$ cat config.mk
export PLATFORM = sky130hd
export DESIGN_NAME = seg7_mux_driver
export DESIGN_NICKNAME = d
export VERILOG_FILES = /design/src/rtl/display_pkg.sv /design/src/rtl/bcd_to_seg7.sv /design/src/rtl/seg7_mux_driver.sv
export SDC_FILE = /design/constraint.sdc
export NUM_CORES = 1
export LEC_CHECK = 0
export CAP_MARGIN = 20
export CORE_MARGIN = 2
export CORE_UTILIZATION = 30
export CTS_CLUSTER_SIZE = 24
export DETAILED_ROUTE_END_ITERATION = 8
export PLACE_DENSITY = 0.47
export SYNTH_ARGS = -nofsm -noshare
export SYNTH_HDL_FRONTEND = slang
export SYNTH_SLANG_ARGS = --single-unit
export TNS_END_PERCENT = 100
$ cat constraint.sdc
create_clock -name clk -period 2 [get_ports clk]
set_input_delay 0.3 -clock clk [delete_from_list [all_inputs] [get_ports clk]]
set_output_delay 0.3 -clock clk [all_outputs]
set_load 0.005 [all_outputs]
$ cat src/rtl/display_pkg.sv
// Shared constants for the two-digit 7-segment display path: segment patterns
// ({g,f,e,d,c,b,a}, active-high), digit-select encodings and the default refresh divider.
package display_pkg;

    localparam int DEFAULT_REFRESH_DIV = 16;

    localparam logic DIGIT_UNITS = 1'b0;
    localparam logic DIGIT_TENS  = 1'b1;

    localparam logic [6:0] SEG_0     = 7'h3F;
    localparam logic [6:0] SEG_1     = 7'h06;
    localparam logic [6:0] SEG_2     = 7'h5B;
    localparam logic [6:0] SEG_3     = 7'h4F;
    localparam logic [6:0] SEG_4     = 7'h66;
    localparam logic [6:0] SEG_5     = 7'h6D;
    localparam logic [6:0] SEG_6     = 7'h7D;
    localparam logic [6:0] SEG_7     = 7'h07;
    localparam logic [6:0] SEG_8     = 7'h7F;
    localparam logic [6:0] SEG_9     = 7'h6F;
    localparam logic [6:0] SEG_DASH  = 7'h40;
    localparam logic [6:0] SEG_BLANK = 7'h00;

endpackage

$ cat src/rtl/bcd_to_seg7.sv
// BCD digit to 7-segment pattern; invalid codes 10..15 show a dash.
// Purely combinational, zero latency.
module bcd_to_seg7
    import display_pkg::*;
(
    input  logic [3:0] bcd,
    output logic [6:0] seg
);

    always_comb begin
        seg = SEG_DASH;
        case (bcd)
            4'd0:    seg = SEG_0;
            4'd1:    seg = SEG_1;
            4'd2:    seg = SEG_2;
            4'd3:    seg = SEG_3;
            4'd4:    seg = SEG_4;
            4'd5:    seg = SEG_5;
            4'd6:    seg = SEG_6;
            4'd7:    seg = SEG_7;
            4'd8:    seg = SEG_8;
            4'd9:    seg = SEG_9;
            default: seg = SEG_DASH;
        endcase
    end

endmodule

$ cat src/rtl/seg7_mux_driver.sv
// Holds a captured two-digit BCD value and time-multiplexes it onto one 7-segment bus.
// Capture latency one edge; each digit shown for REFRESH_DIV cycles; no backpressure.
module seg7_mux_driver
    import display_pkg::*;
#(
    parameter int REFRESH_DIV = DEFAULT_REFRESH_DIV,
    parameter int CNT_BITS    = 16
) (
    input  logic       clk,
    input  logic       reset,
    input  logic       load,
    input  logic [3:0] ten_count,
    input  logic [3:0] unit_count,
    input  logic       blank_lz,
    output logic [6:0] segments,
    output logic       digit
);

    localparam logic [CNT_BITS-1:0] CNT_LAST = CNT_BITS'(REFRESH_DIV - 1);

    logic [3:0]          disp_tens;
    logic [3:0]          disp_units;
    logic [CNT_BITS-1:0] cnt;
    logic [3:0]          sel_val;
    logic [6:0]          sel_seg;

    // Display register: only the strobe updates it, so the panel stays stable between loads.
    always_ff @(posedge clk) begin
        if (reset) begin
            disp_tens  <= 4'd0;
            disp_units <= 4'd0;
        end else if (load) begin
            disp_tens  <= ten_count;
            disp_units <= unit_count;
        end
    end

    always_ff @(posedge clk) begin
        if (reset) begin
            cnt   <= '0;
            digit <= DIGIT_UNITS;
        end else if (cnt == CNT_LAST) begin
            cnt   <= '0;
            digit <= ~digit;
        end else begin
            cnt   <= cnt + 1'b1;
        end
    end

    assign sel_val = (digit == DIGIT_TENS) ? disp_tens : disp_units;

    bcd_to_seg7 u_dec (
        .bcd (sel_val),
        .seg (sel_seg)
    );

    // Blanking uses the live blank_lz input; only a zero tens digit is ever suppressed.
    always_comb begin
        segments = sel_seg;
        if (digit == DIGIT_TENS && blank_lz && disp_tens == 4'd0) begin
            segments = SEG_BLANK;
        end
    end

endmodule

* After elaboration in Yosys (flattened, before gate mapping) *
Memory sizes are Yosys's and may differ from the RTL's.
Cells that the tools add are included.

word-level totals
  register bits = 25
  input bits = 12
  output and inout port bits = 8
  word-level logic and storage cells = 14
  memory bits (read-only) = 112
  memories kept = 1

cells by class
  bitwise gates (word level) = 1
  equal/unequal tests = 1
  reductions and logical operators = 4
  add/sub/neg operators = 1
  multiplexer cells = 2

memory list
  name             depth  width  read ports  clocked after Yosys merged registers in  wr ports  RTL line           source
  (no name shown)  16     7      1           0                                        0         bcd_to_seg7.sv:12  case (bcd)

operator list
  cell                   number
  $add 16x1->16 const B  1
  $eq 16x4->1 const B    1
  $mux 7                 1
  $logic_not 4->1        1
  $mux 4                 1
  $logic_and 1x1->1      2
  $reduce_or 2->1        1
  $not 1->1              1

* Longest topological paths before layout *
Gate-level depths: netlist of run 1.

  depth in word-level cells = 3
  mapped depth = 7
  mapped depth without buffers = 6

* Hierarchy *
Synthesis of run 1 repeated with hierarchy kept, for this count alone.

second synthesis, totals
  cells, all modules = 151
  area total of the unflattened synthesis = 1405.1 um2

modules (own cells, without submodules)
  module           area an instance (um2)  sequential area each (um2)  cells an instance  times used
  seg7_mux_driver  1177.4                  500.5                       122                1
  bcd_to_seg7      227.7                   0.0                         29                 1

* Least setup slack after synthesis of run 1 *
Ideal clock, no wire load.

  kind = register to output
  start = register digit
  end = output port segments[5]
  cell stages (with the launch flop) = 8
  arrival time = 1.505 ns
  buffers on the path = 1
  slack = 0.195 ns
  data required time = 1.700 ns
  path through = dfxtp_1 -> buf_6 -> mux2i_1 -> inv_1 -> ha_1 -> and2_1 -> o21bai_1 -> a21oi_1

on the way
  cells in the longest elaborated chain, start to end = 3
  elaborated cells on any way between the ends = 5
  those cells by class = 2 x mux; 2 x reduce/logical; 1 x memory

ends and longest elaborated chain
  element                                            RTL line                                      source
  start, declared                                    seg7_mux_driver.sv:16                         output logic digit
  start signal, assigned                             seg7_mux_driver.sv:44                         digit <= ~digit;
  $mux 4 or $logic_and 1x1->1 (tied branches)        seg7_mux_driver.sv:50, seg7_mux_driver.sv:60
  $mem_v2 16x7 or $logic_and 1x1->1 (tied branches)  n/a
  $mux 7 (*)                                         seg7_mux_driver.sv:60                         if (digit == DIGIT_TENS && blank_lz && disp_tens == 4'd0) begin
  end, declared                                      seg7_mux_driver.sv:15                         output logic [6:0] segments,

Mark *: on every way between the ends. The rest lies on a longest branch, timed or not.

* Worst setup path in the final report of run 1 *
  start = register digit
  end = output port segments[6]

The elaborated chain is that of the path after synthesis.

==> results by group, run 1 <==
Status
  • Status: finished, violations left
  • Failing checks: setup timing

Synthesis
  • Number of synthesized flops with an enable pin: 0
  • Synthesized Nets: 159
  • Yosys Warn Count: 0
  • Share of the synthesized area in the top cell type: 0.3883
  • Synth Flop Type: dfxtp_1
  • Synth cell types: 32
  • Biggest area consumer among synthesized cells: dfxtp_1
  • Ys async rst share: 0
  • Post-synthesis mux area share: 0.1233
  • Largest family of logic cells by synthesized area: simple AND/OR/NAND/NOR gates
  • Mean post-synth cell area: 9.076 µm²
  • Cell Area, Synth: 1289 µm²
  • Post-Synth Simple-Gate Area: 0.2612
  • Xor-xnor portion of the synthesized cell area: 0.1019
  • Most common cell in the netlist: nor2_1
  • Seq/Total Area, Yosys: 0.3883
  • FF+latch count, synth: 25
  • Synth top cells by count: 26 x nor2_1, 25 x dfxtp_1, 13 x xnor2_1
  • Synth area leaders: dfxtp_1 39%, xnor2_1 8.8%, mux2i_1 8.5%, nor2_1 7.6%, ha_1 4.9%
  • Adder-Cell Fraction of Synth Area: 0.04854
  • Complex-gate fraction of the synthesized area: 0.04175
  • Gate Count Post-Synth: 142

Cells and area
  • Multi-input logic area: 812.0 µm²
  • P&R area growth vs syn: 36.99%
  • Design Area, Final: 1765 µm²
  • Share of cells above drive strength 1: 0.2961
  • Layout Nets: 197
  • # diodes: 0
  • Fill count: 393
  • Register area: 504.2 µm²

Global route
  • Grt ovf: 0
  • Largest net degree at the start of global routing: 16
  • Total Routing Usage GR: 0.1280
  • Vias in the first global route: 1,147
  • Initial antenna violation count: 0
  • First-pass GRT wire length: 5043 µm

STA
  • Final WS setup: -0.03529 ns
  • RSZ-0062 raised after global routing: yes
  • Maximum clock rate: 0.4913 GHz
  • Worst slew pin tran: 0.4584 ns
  • Post-layout min period: 2.035 ns
  • Worst slew margin: 0.6935
  • Worst Skew: 0.005190 ns
  • Fin Hold WS: 0.4947 ns
  • Fin. Hold Viols: 0
  • Final Cycle Share: 1.018
  • Final setup vio count: 2
  • Final count of pins violating max slew: 0

Placement
  • Gpl congestion: 0.7954
  • DP Wirelength: 2032 µm
  • I/O Buffers: 19
  • Area after DPL: 1598 µm²

Floorplanning
  • Die W: 69.54 µm
  • Ports: 20
  • Initial Utilization: 0.3176
  • Core footprint: 4058 µm²
  • Die area: 4836 µm²
  • Die Span Y: 69.54 µm
  • Cell row count: 23

Critical path
  • Critical Path Slowest Stage Cell: dfxtp_4
  • Crit-path cells: mux2_4, ha_2, and2_4, o21ai_0, clkdlybuf4s15_1
  • CP arrival: 1.74 ns
  • WP data required: 1.70 ns
  • Worst Setup End Kind: output pin
  • WS Path Type: flip-flop to output pin
  • Worst-path maximum fanout: 4
  • Critical path startpoint category: flip-flop
  • Crit-path max cell delay: 0.39 ns

Routing
  • DRT iter0 DRCs: 15
  • DR vias: 1,097
  • Routed len/inst: 12.38 µm
  • Drt drc: 0
  • Drt total wl: 2835 µm
  • Routed Antenna Nets: 0
  • Drt via density: 4.790
  • Pre-antenna DRT Iters: 4

Power and ir drop
  • Clock Power Share: 0.308
  • PwrDens: 561.2 nW/µm²
  • Switching fraction of total power: 0.2528
  • Lkg Pwr: 0.6585 nW
  • Power after layout: 0.9909 mW
  • Sw power: 0.2505 mW
  • Flop pwr share: 0.531
  • Pint: 0.7404 mW
  • Maximum vdd drop: 0.3413 mV
  • Combinational share of power: 0.161

Clocking
  • Worst-Skew Late Latency: 0.27 ns
  • Cts bufs inserted: 3
  • Clk buf depth: 2
  • H-tree Lvls: 1
  • Worst-path clk slew: 0.09 ns
  • Clk sink count: 25
  • CTS Hold Bufs: 0
  • CTS tree: yes
  • Root Driver: clkbuf_8

Run
  • Max Cap Viol: 0

Hold path
  • Hold WC Path Type: flip-flop to flip-flop
-- final cells by class --
cell class | instances | share of cell area
clock buffer | 3 | 0.02339
multi-input combinational | 108 | 0.4600
clock inverter | 1 | 0.002835
inverter | 5 | 0.01063
timing repair buffer | 37 | 0.1821
sequential | 25 | 0.2856
tap | 50 | 0.03544
-- per-layer routing --
layer / GRT usage / share of wire / vias up
met2: 0.2019 / 0.45 / 13
met1: 0.1628 / 0.50 / 519
met4: 0.07190 / 0.021 / 0
met3: 0.02471 / 0.028 / 5
met5: 0 / 0 / -
li1: - / - / 560
-- placed cells by master (no fill, tap or decap), drive strengths merged --
master | synthesis | layout
mux2i | 12 | 12
a31oi | 1 | 1
mux2 | 2 | 2
nor4b | 1 | 1
nand4 | 6 | 6
xor2 | 2 | 2
clkdlybuf4s15 | 0 | 1
ha | 5 | 5
o21bai | 1 | 1
clkinv | 0 | 1
and2 | 2 | 2
nand2 | 8 | 8
nor3 | 4 | 4
xnor2 | 13 | 13
nand3 | 4 | 4
a21oi | 4 | 4
and3 | 1 | 1
nand2b | 1 | 1
dfxtp | 25 | 25
buf | 2 | 23
nor4 | 7 | 7
clkbuf | 2 | 4
nand3b | 1 | 1
o21ai | 4 | 4
clkdlybuf4s50 | 0 | 12
nor2 | 29 | 29
inv | 5 | 5
-- sequential cells by signal, summed over array words and instances (netlist names) --
register and count:
cnt 16, disp_tens 4, disp_units 4, digit 1
-- power groups by stage --
stage | sequential (mW) | clock (mW) | combinational, mW
2_1_floorplan | 0.535 | 0 | 0.0700
3_3_place_gp | 0.539 | 0 | 0.145
4_1_cts | 0.526 | 0.311 | 0.156
6_report | 0.526 | 0.305 | 0.160
3_5_place_dp | 0.538 | 0 | 0.147
5_1_grt | 0.528 | 0.326 | 0.175
-- worst paths after layout --
path / cells past startpoint / start / slack [ns] / end
worst max-delay path: 5 / digit$_SDFFE_PP0N_ / -0.04 / segments[6]
worst min register to register: 1 / cnt[0]$_SDFF_PP0_ / 0.49 / cnt[0]$_SDFF_PP0_
worst max register to register: 5 / cnt[0]$_SDFF_PP0_ / 0.44 / cnt[6]$_SDFF_PP0_
worst min-delay path: 1 / cnt[0]$_SDFF_PP0_ / 0.49 / cnt[0]$_SDFF_PP0_
-- cell families after synthesis --
| group | count (synthesis) |
|---|---|
| buffers and inverters | 9 |
| xor gates and xnor gates | 15 |
| and+or+nand+nor | 64 |
| AOI/OAI and AO/OA | 10 |
| adders and majority gates | 5 |
| muxes | 14 |
| DFF | 25 |
-- metrics by stage --
stage | util | TNS (ns) | cells | worst slack (ns)
finish | 0.4351 | -0.05311 | 229 | -0.03529
global route | 0.4351 | -0.3532 | 229 | -0.1492
CTS | 0.4265 | -0.001076 | 227 | -0.001076
detailed placement | 0.3938 | -1.149 | 218 | -0.2007
global placement | 0.3938 | -0.7483 | 218 | -0.1480
floorplan | - | 0 | 142 | 0.1952
-- worst max-delay path, delay by kind of cell (launching register included) --
family                     cells  cell delay (ns)
DFF                            1             0.39
buffers and inverters          1             0.24
adders and majority gates      1             0.19
AOI/OAI and AO/OA              1             0.19
and+or+nand+nor                1             0.13
muxes                          1             0.33
-- timing repair --
action                     in CTS  in global routing
buffers inserted                5                  2
resized for setup              45                  8
setup endpoints to repair       7                  7
hold endpoints to repair        0                  0
pin swaps                       8                  6
Power figures use the tool's default switching activity.
==> inputs of run 2 (changes only) <==
Settings changed: HOLD_SLACK_MARGIN from default to 0.12.
==> results of run 2 <==
No change in the layout: final DEF, timing and power equal those of run 1.
==> RTL edit 1 (config.mk and constraints of run 1) <==
Set the package constant `DEFAULT_REFRESH_DIV` to 8 (it was 16).
--- a/src/rtl/display_pkg.sv
+++ b/src/rtl/display_pkg.sv
@@ -3,5 +3,5 @@
 package display_pkg;
 
-    localparam int DEFAULT_REFRESH_DIV = 16;
+    localparam int DEFAULT_REFRESH_DIV = 8;
 
     localparam logic DIGIT_UNITS = 1'b0;
Formal check against the unedited RTL: not equivalent (a bounded check fails within 10 cycles, from zero or initial values and one cycle with reset high).
==> RTL edit 1 against run 1 <==
Power shrank 0.88%. Worst setup slack improved by 0.045 ns. Sequential cell count unchanged. Wire length is 3.9% lower. Final area fell by 4.8%. Sequential share of layout area up 1.4 points. Maximum frequency is 2.2% higher. Global-route usage is 0.87 points lower. Via count shrank 6.2%. Clock power down 2%. Area after synthesis up 1.9%. Combinational power is essentially flat. Critical path type unchanged. Largest cell class unchanged.
==> RTL edit 1: results (changes against run 1) <==
Syn avg cell area: 9.252 sq um (+1.9%)
Largest cells by area after synthesis: dfxtp_1 (38%), mux2i_1 (8.4%), xor2_1 (8.0%), nor2_1 (7.1%), ha_1 (4.8%)
Root Buffer Master: clkbuf_8
Clk pin slew, worst setup/hold paths: 0.08 ns
Total inserted antenna cells: 0 (unchanged)
Layout cells sized above 1: 24.40% (-5.2 points)
H-tree level count: 1 (unchanged)
WP data arrival: 1.69 ns (-0.05 ns)
Worst-case clock buffer depth: 2 (unchanged)
Largest net degree at the start of global routing: 17 (+1)
Sequential area share after synthesis: 38.10% (-0.74 points)
Vias in the first global route: 1088 (-5.1%)
Syn nets: 159 (unchanged)
Yosys Warn Count: 0 (unchanged)
Port bufs: 19 (unchanged)
ANT nets after route: 0 (unchanged)
Max VDD drop: 0.2379 mV (-30%)
Reg-to-reg setup timing slack: 0.43 ns
Layout Nets: 186 (-5.6%)
Leakage: 0.0006721 uW (+2.1%)
Post-DP Area: 0.001598 sq mm (unchanged)
Top Registers: cnt: 16 flops, disp_tens: 4 flops, disp_units: 4 flops
Top_reg_cell synth: dfxtp_1
Status: completed
Slew at the pin with the worst max-slew slack: 0.4908 ns (+0.03240 ns)
DRT Wirelength: 2.724 mm (-3.9%)
Initial DRT Pass Iterations: 4 (unchanged)
Total vias in the final route: 1029 (-6.2%)
Setup Skew: 0.002847 ns (-0.002343 ns)
TritonCTS buffer count: 3 (unchanged)
Latest clock arrival within the worst-skew pair: 0.27 ns (about the same)
First-pass GRT wire length: 4.747 mm (-5.9%)
Antenna violations before repair: 0 (unchanged)
Tot GR Track Use: 11.93% (-0.87 points)
RD Place Congestion: 0.7396 (-7.0%)
Fin cells: 220 (-3.9%)
Yosys cell types: 35 (+9.4%)
HPWL after detailed placement: 2.044 mm (+0.63%)
Post-synthesis async set-or-reset flop share: 0% (unchanged)
Number of setup buffers added after CTS: 0 (-5)
Worst-path fanout max: 4 (unchanged)
DRT iter0 DRCs: 20 (+5)
HP Class: flip-flop to flip-flop
Commonest cells in the netlist: dfxtp_1 (25), nor2_1 (25), xor2_1 (12), mux2i_1 (11), nand4_1 (7)
RTL edit 1: final cells by class:
class | instances | area (sq um)
Timing Repair Buffer | 31 | 256.5
Multi-Input combinational cell | 105 | 795.8
Sequential cell | 25 | 504.2
Fill cell | 434 | 2614
Tap cell | 52 | 65.06
Inverter | 3 | 13.76
Clock buffer | 4 | 45.04
RTL edit 1: per-layer routing:
metal | vias to the layer above | global-route usage [%] | routed length, microns
li1 | 535 | - | -
met1 | 477 | 14.96 | 1292
met2 | 13 | 19.58 | 1306
met3 | 4 | 2.309 | 73
met4 | 0 | 5.769 | 51
met5 | - | 0 | 0
RTL edit 1: critical path, cell delays in order, from the launching register on:
cell      delay (ns)
dfxtp_4         0.38
mux2_4          0.33
ha_2            0.18
and2_4          0.13
o21bai_4        0.16
a21oi_2         0.12
buf_2           0.11
RTL edit 1: final timing paths:
path,depth (start not counted),endpoint,startpoint
setup reg to reg,6,cnt[14],cnt[0]
hold reg to reg,1,cnt[0],cnt[0]
setup / recovery,6,segments[5],digit
hold / removal,1,cnt[0],cnt[0]
RTL edit 1: cell families after synthesis:
| logic type | Yosys count | share of synthesized area (%) |
|---|---|---|
| and+or+nand+nor | 60 | 23.91 |
| DFF | 25 | 38.10 |
| adders and majority gates | 5 | 4.762 |
| buffers and inverters | 12 | 5.523 |
| xor gates and xnor gates | 14 | 9.334 |
| AOI/OAI and AO/OA | 12 | 6.000 |
| muxes | 14 | 12.38 |
RTL edit 1: repair_timing:
item	in CTS	in global routing
endpoints found under the setup margin	7	7
hold buffers	0	0
resized for setup	25	19
cloned	0	0
pin swaps	2	3
RTL edit 1: power breakdown:
| group | total, uW | internal [uW] | switching, uW |
|---|---|---|---|
| registers | 524 | 511 | 13.2 |
| clock network | 298 | 142 | 155 |
| logic | 160 | 90.8 | 69.3 |
RTL edit 1: per-stage QoR:
stage	hold WS (ns)	worst slack, ns	total power, uW
after CTS	0.4716	-0.1157	983.8
after global routing	0.5199	-0.05632	1037
final	0.4648	0.009392	982.1
after global placement	0.4508	-0.1304	691.4
after floorplan	0.4260	0.1983	611.4
after detailed placement	0.4523	-0.1572	692.9
==> RTL edit 2 (flow settings as in run 1) <==
Made on the original files. Add an input register stage for `load`, `ten_count`, `unit_count` and `blank_lz`; this delays them by one clock.
--- a/src/rtl/seg7_mux_driver.sv
+++ b/src/rtl/seg7_mux_driver.sv
@@ -19,4 +19,16 @@
     localparam logic [CNT_BITS-1:0] CNT_LAST = CNT_BITS'(REFRESH_DIV - 1);
 
+    logic load_q;
+    logic [3:0] ten_count_q;
+    logic [3:0] unit_count_q;
+    logic blank_lz_q;
+
+    always_ff @(posedge clk) begin
+        load_q       <= load;
+        ten_count_q  <= ten_count;
+        unit_count_q <= unit_count;
+        blank_lz_q   <= blank_lz;
+    end
+
     logic [3:0]          disp_tens;
     logic [3:0]          disp_units;
@@ -30,7 +42,7 @@
             disp_tens  <= 4'd0;
             disp_units <= 4'd0;
-        end else if (load) begin
-            disp_tens  <= ten_count;
-            disp_units <= unit_count;
+        end else if (load_q) begin
+            disp_tens  <= ten_count_q;
+            disp_units <= unit_count_q;
         end
     end
@@ -58,5 +70,5 @@
     always_comb begin
         segments = sel_seg;
-        if (digit == DIGIT_TENS && blank_lz && disp_tens == 4'd0) begin
+        if (digit == DIGIT_TENS && blank_lz_q && disp_tens == 4'd0) begin
             segments = SEG_BLANK;
         end
Function: changed (a bounded check fails within 4 cycles, from zero or initial values and one cycle with reset high).
==> RTL edit 2 against run 1 <==
Wire length is 1.6% higher. Final area is 11% higher. Hold slack worse by 0.038 ns. Sequential share of layout area is 7.3 points higher. Die area is 12% higher. Non-clock buffer count is 5 lower. Sequential cell count is 10 higher. Area after synthesis is 13% higher. Power is 55% higher. Worst setup slack better by 0.053 ns. Largest cell class unchanged.
==> RTL edit 2: results (changes against run 1) <==
Avg WL per Cell: 11.90 microns (-3.9%)
Cells after synthesis: 152 (+7.0%)
Status: completed
Hold Crit Start: ten_count[3]
Sequential area share after synthesis: 48.11% (+9.3 points)
Fillers: 470 (+20%)
Final hold slack: 0.4570 ns (-0.03765 ns)
Compound-Gate Fraction of Synth Area: 4.381% (+0.21 points)
H-tree level count: 2 (+1)
WP data arrival: 1.68 ns (-0.06 ns)
Layout Nets: 204 (+3.6%)
Max VDD drop: 0.3438 mV (+0.73%)
Number of setup buffers added after CTS: 3 (-2)
Cells resized by post-CTS repair: 37 (-18%)
DRT iter0 DRCs: 35 (+20)
Post-DR vias/cell: 4.554 (-4.9%)
Setup crit end: segments[5]
RD Place Congestion: 0.8618 (+8.3%)
Worst-case reg-to-reg path depth: 4 (-1)
Final WS setup: 0.01818 ns (+0.05347 ns)
Tot GR Track Use: 12.20% (-0.59 points)
Commonest cells in the netlist: dfxtp_1 (35), nor2_1 (27), mux2i_1 (12), xnor2_1 (11), inv_1 (8)
Adder-Cell Fraction of Synth Area: 4.296% (-0.56 points)
Post-DP Area: 0.001774 sq mm (+11%)
Largest cells by area after synthesis: dfxtp_1 (48%), mux2i_1 (8.2%), nor2_1 (7.0%), xnor2_1 (6.6%), ha_1 (4.3%)
Fin cells: 242 (+5.7%)
Vias in the first global route: 1120 (-2.4%)
Post-synthesis xor/xnor area fraction: 8.419% (-1.8 points)
Pre-CTS setup slack: -0.1741 ns (+0.02655 ns)
Max-slew headroom: 67.84% (-1.5 points)
Setup Skew: 0.003863 ns (-0.001327 ns)
Crit Reg-Reg Startpoint: cnt[4]
Internal power: 1210 uW (+63%)
TritonCTS buffer count: 5 (+2)
Post-synthesis mux area share: 9.794% (-2.5 points)
Placed cells: 231 (+6.0%)
RTL edit 2: changes by cell type after synthesis, moves of 2 or more:
cell      before  now
dfxtp_1       25   35
inv_1          5    8
nor2_2         3    0
clkbuf_1       2    4
nand4_1        5    3
or3_1          0    2
xnor2_1       13   11
RTL edit 2: logic make-up (layout without fill, tap and decap cells):
kind of cell	count (synthesis)	after routing
multiplexers	14	14
buffers and inverters	12	48
flip-flops	35	35
adder cells (fa/ha/maj)	5	5
AND/OR/NAND/NOR	60	60
AO/OA/AOI/OAI	12	12
XOR/XNOR	14	14
RTL edit 2: power by group through the flow:
stage	clock network, uW	logic [uW]	registers, uW
floorplan	0	67.9	750
global placement	0	137	759
detailed placement	0	141	759
CTS	666	142	743
global route	692	165	747
finish	641	147	743
RTL edit 2: final cells by class:
type / count / area (sq um) / area share [%]
clock buffers: 6 / 82.58 / 4.204
clock inverters: 2 / 35.03 / 1.783
inverters: 8 / 30.03 / 1.529
multi-input cells: 105 / 775.7 / 39.49
flip-flops and latches: 35 / 704.4 / 35.86
well taps: 54 / 67.56 / 3.439
repair buffers: 32 / 269.0 / 13.69
RTL edit 2: worst reg2reg max path: cells and delay by family (launching register included):
| kind | cells | cell delay [ns] |
|---|---|---|
| AOI/OAI and AO/OA | 1 | 0.13 |
| DFF | 1 | 0.46 |
| and+or+nand+nor | 3 | 1.03 |
RTL edit 2: routing by layer:
metal,routed length [microns],global-route usage (%),up-vias
li1,-,-,580
met1,1353,15.71,496
met2,1361,19.25,22
met3,115,3.429,4
met4,48,4.848,0
met5,0,0,-
RTL edit 2: metrics by stage:
stage,util [%],TNS (ns)
after global placement,37.81,-0.6737
after floorplan,-,0
final,41.87,0
after global routing,41.87,-0.3249
after CTS,41.33,-0.005496
after detailed placement,37.81,-0.8323
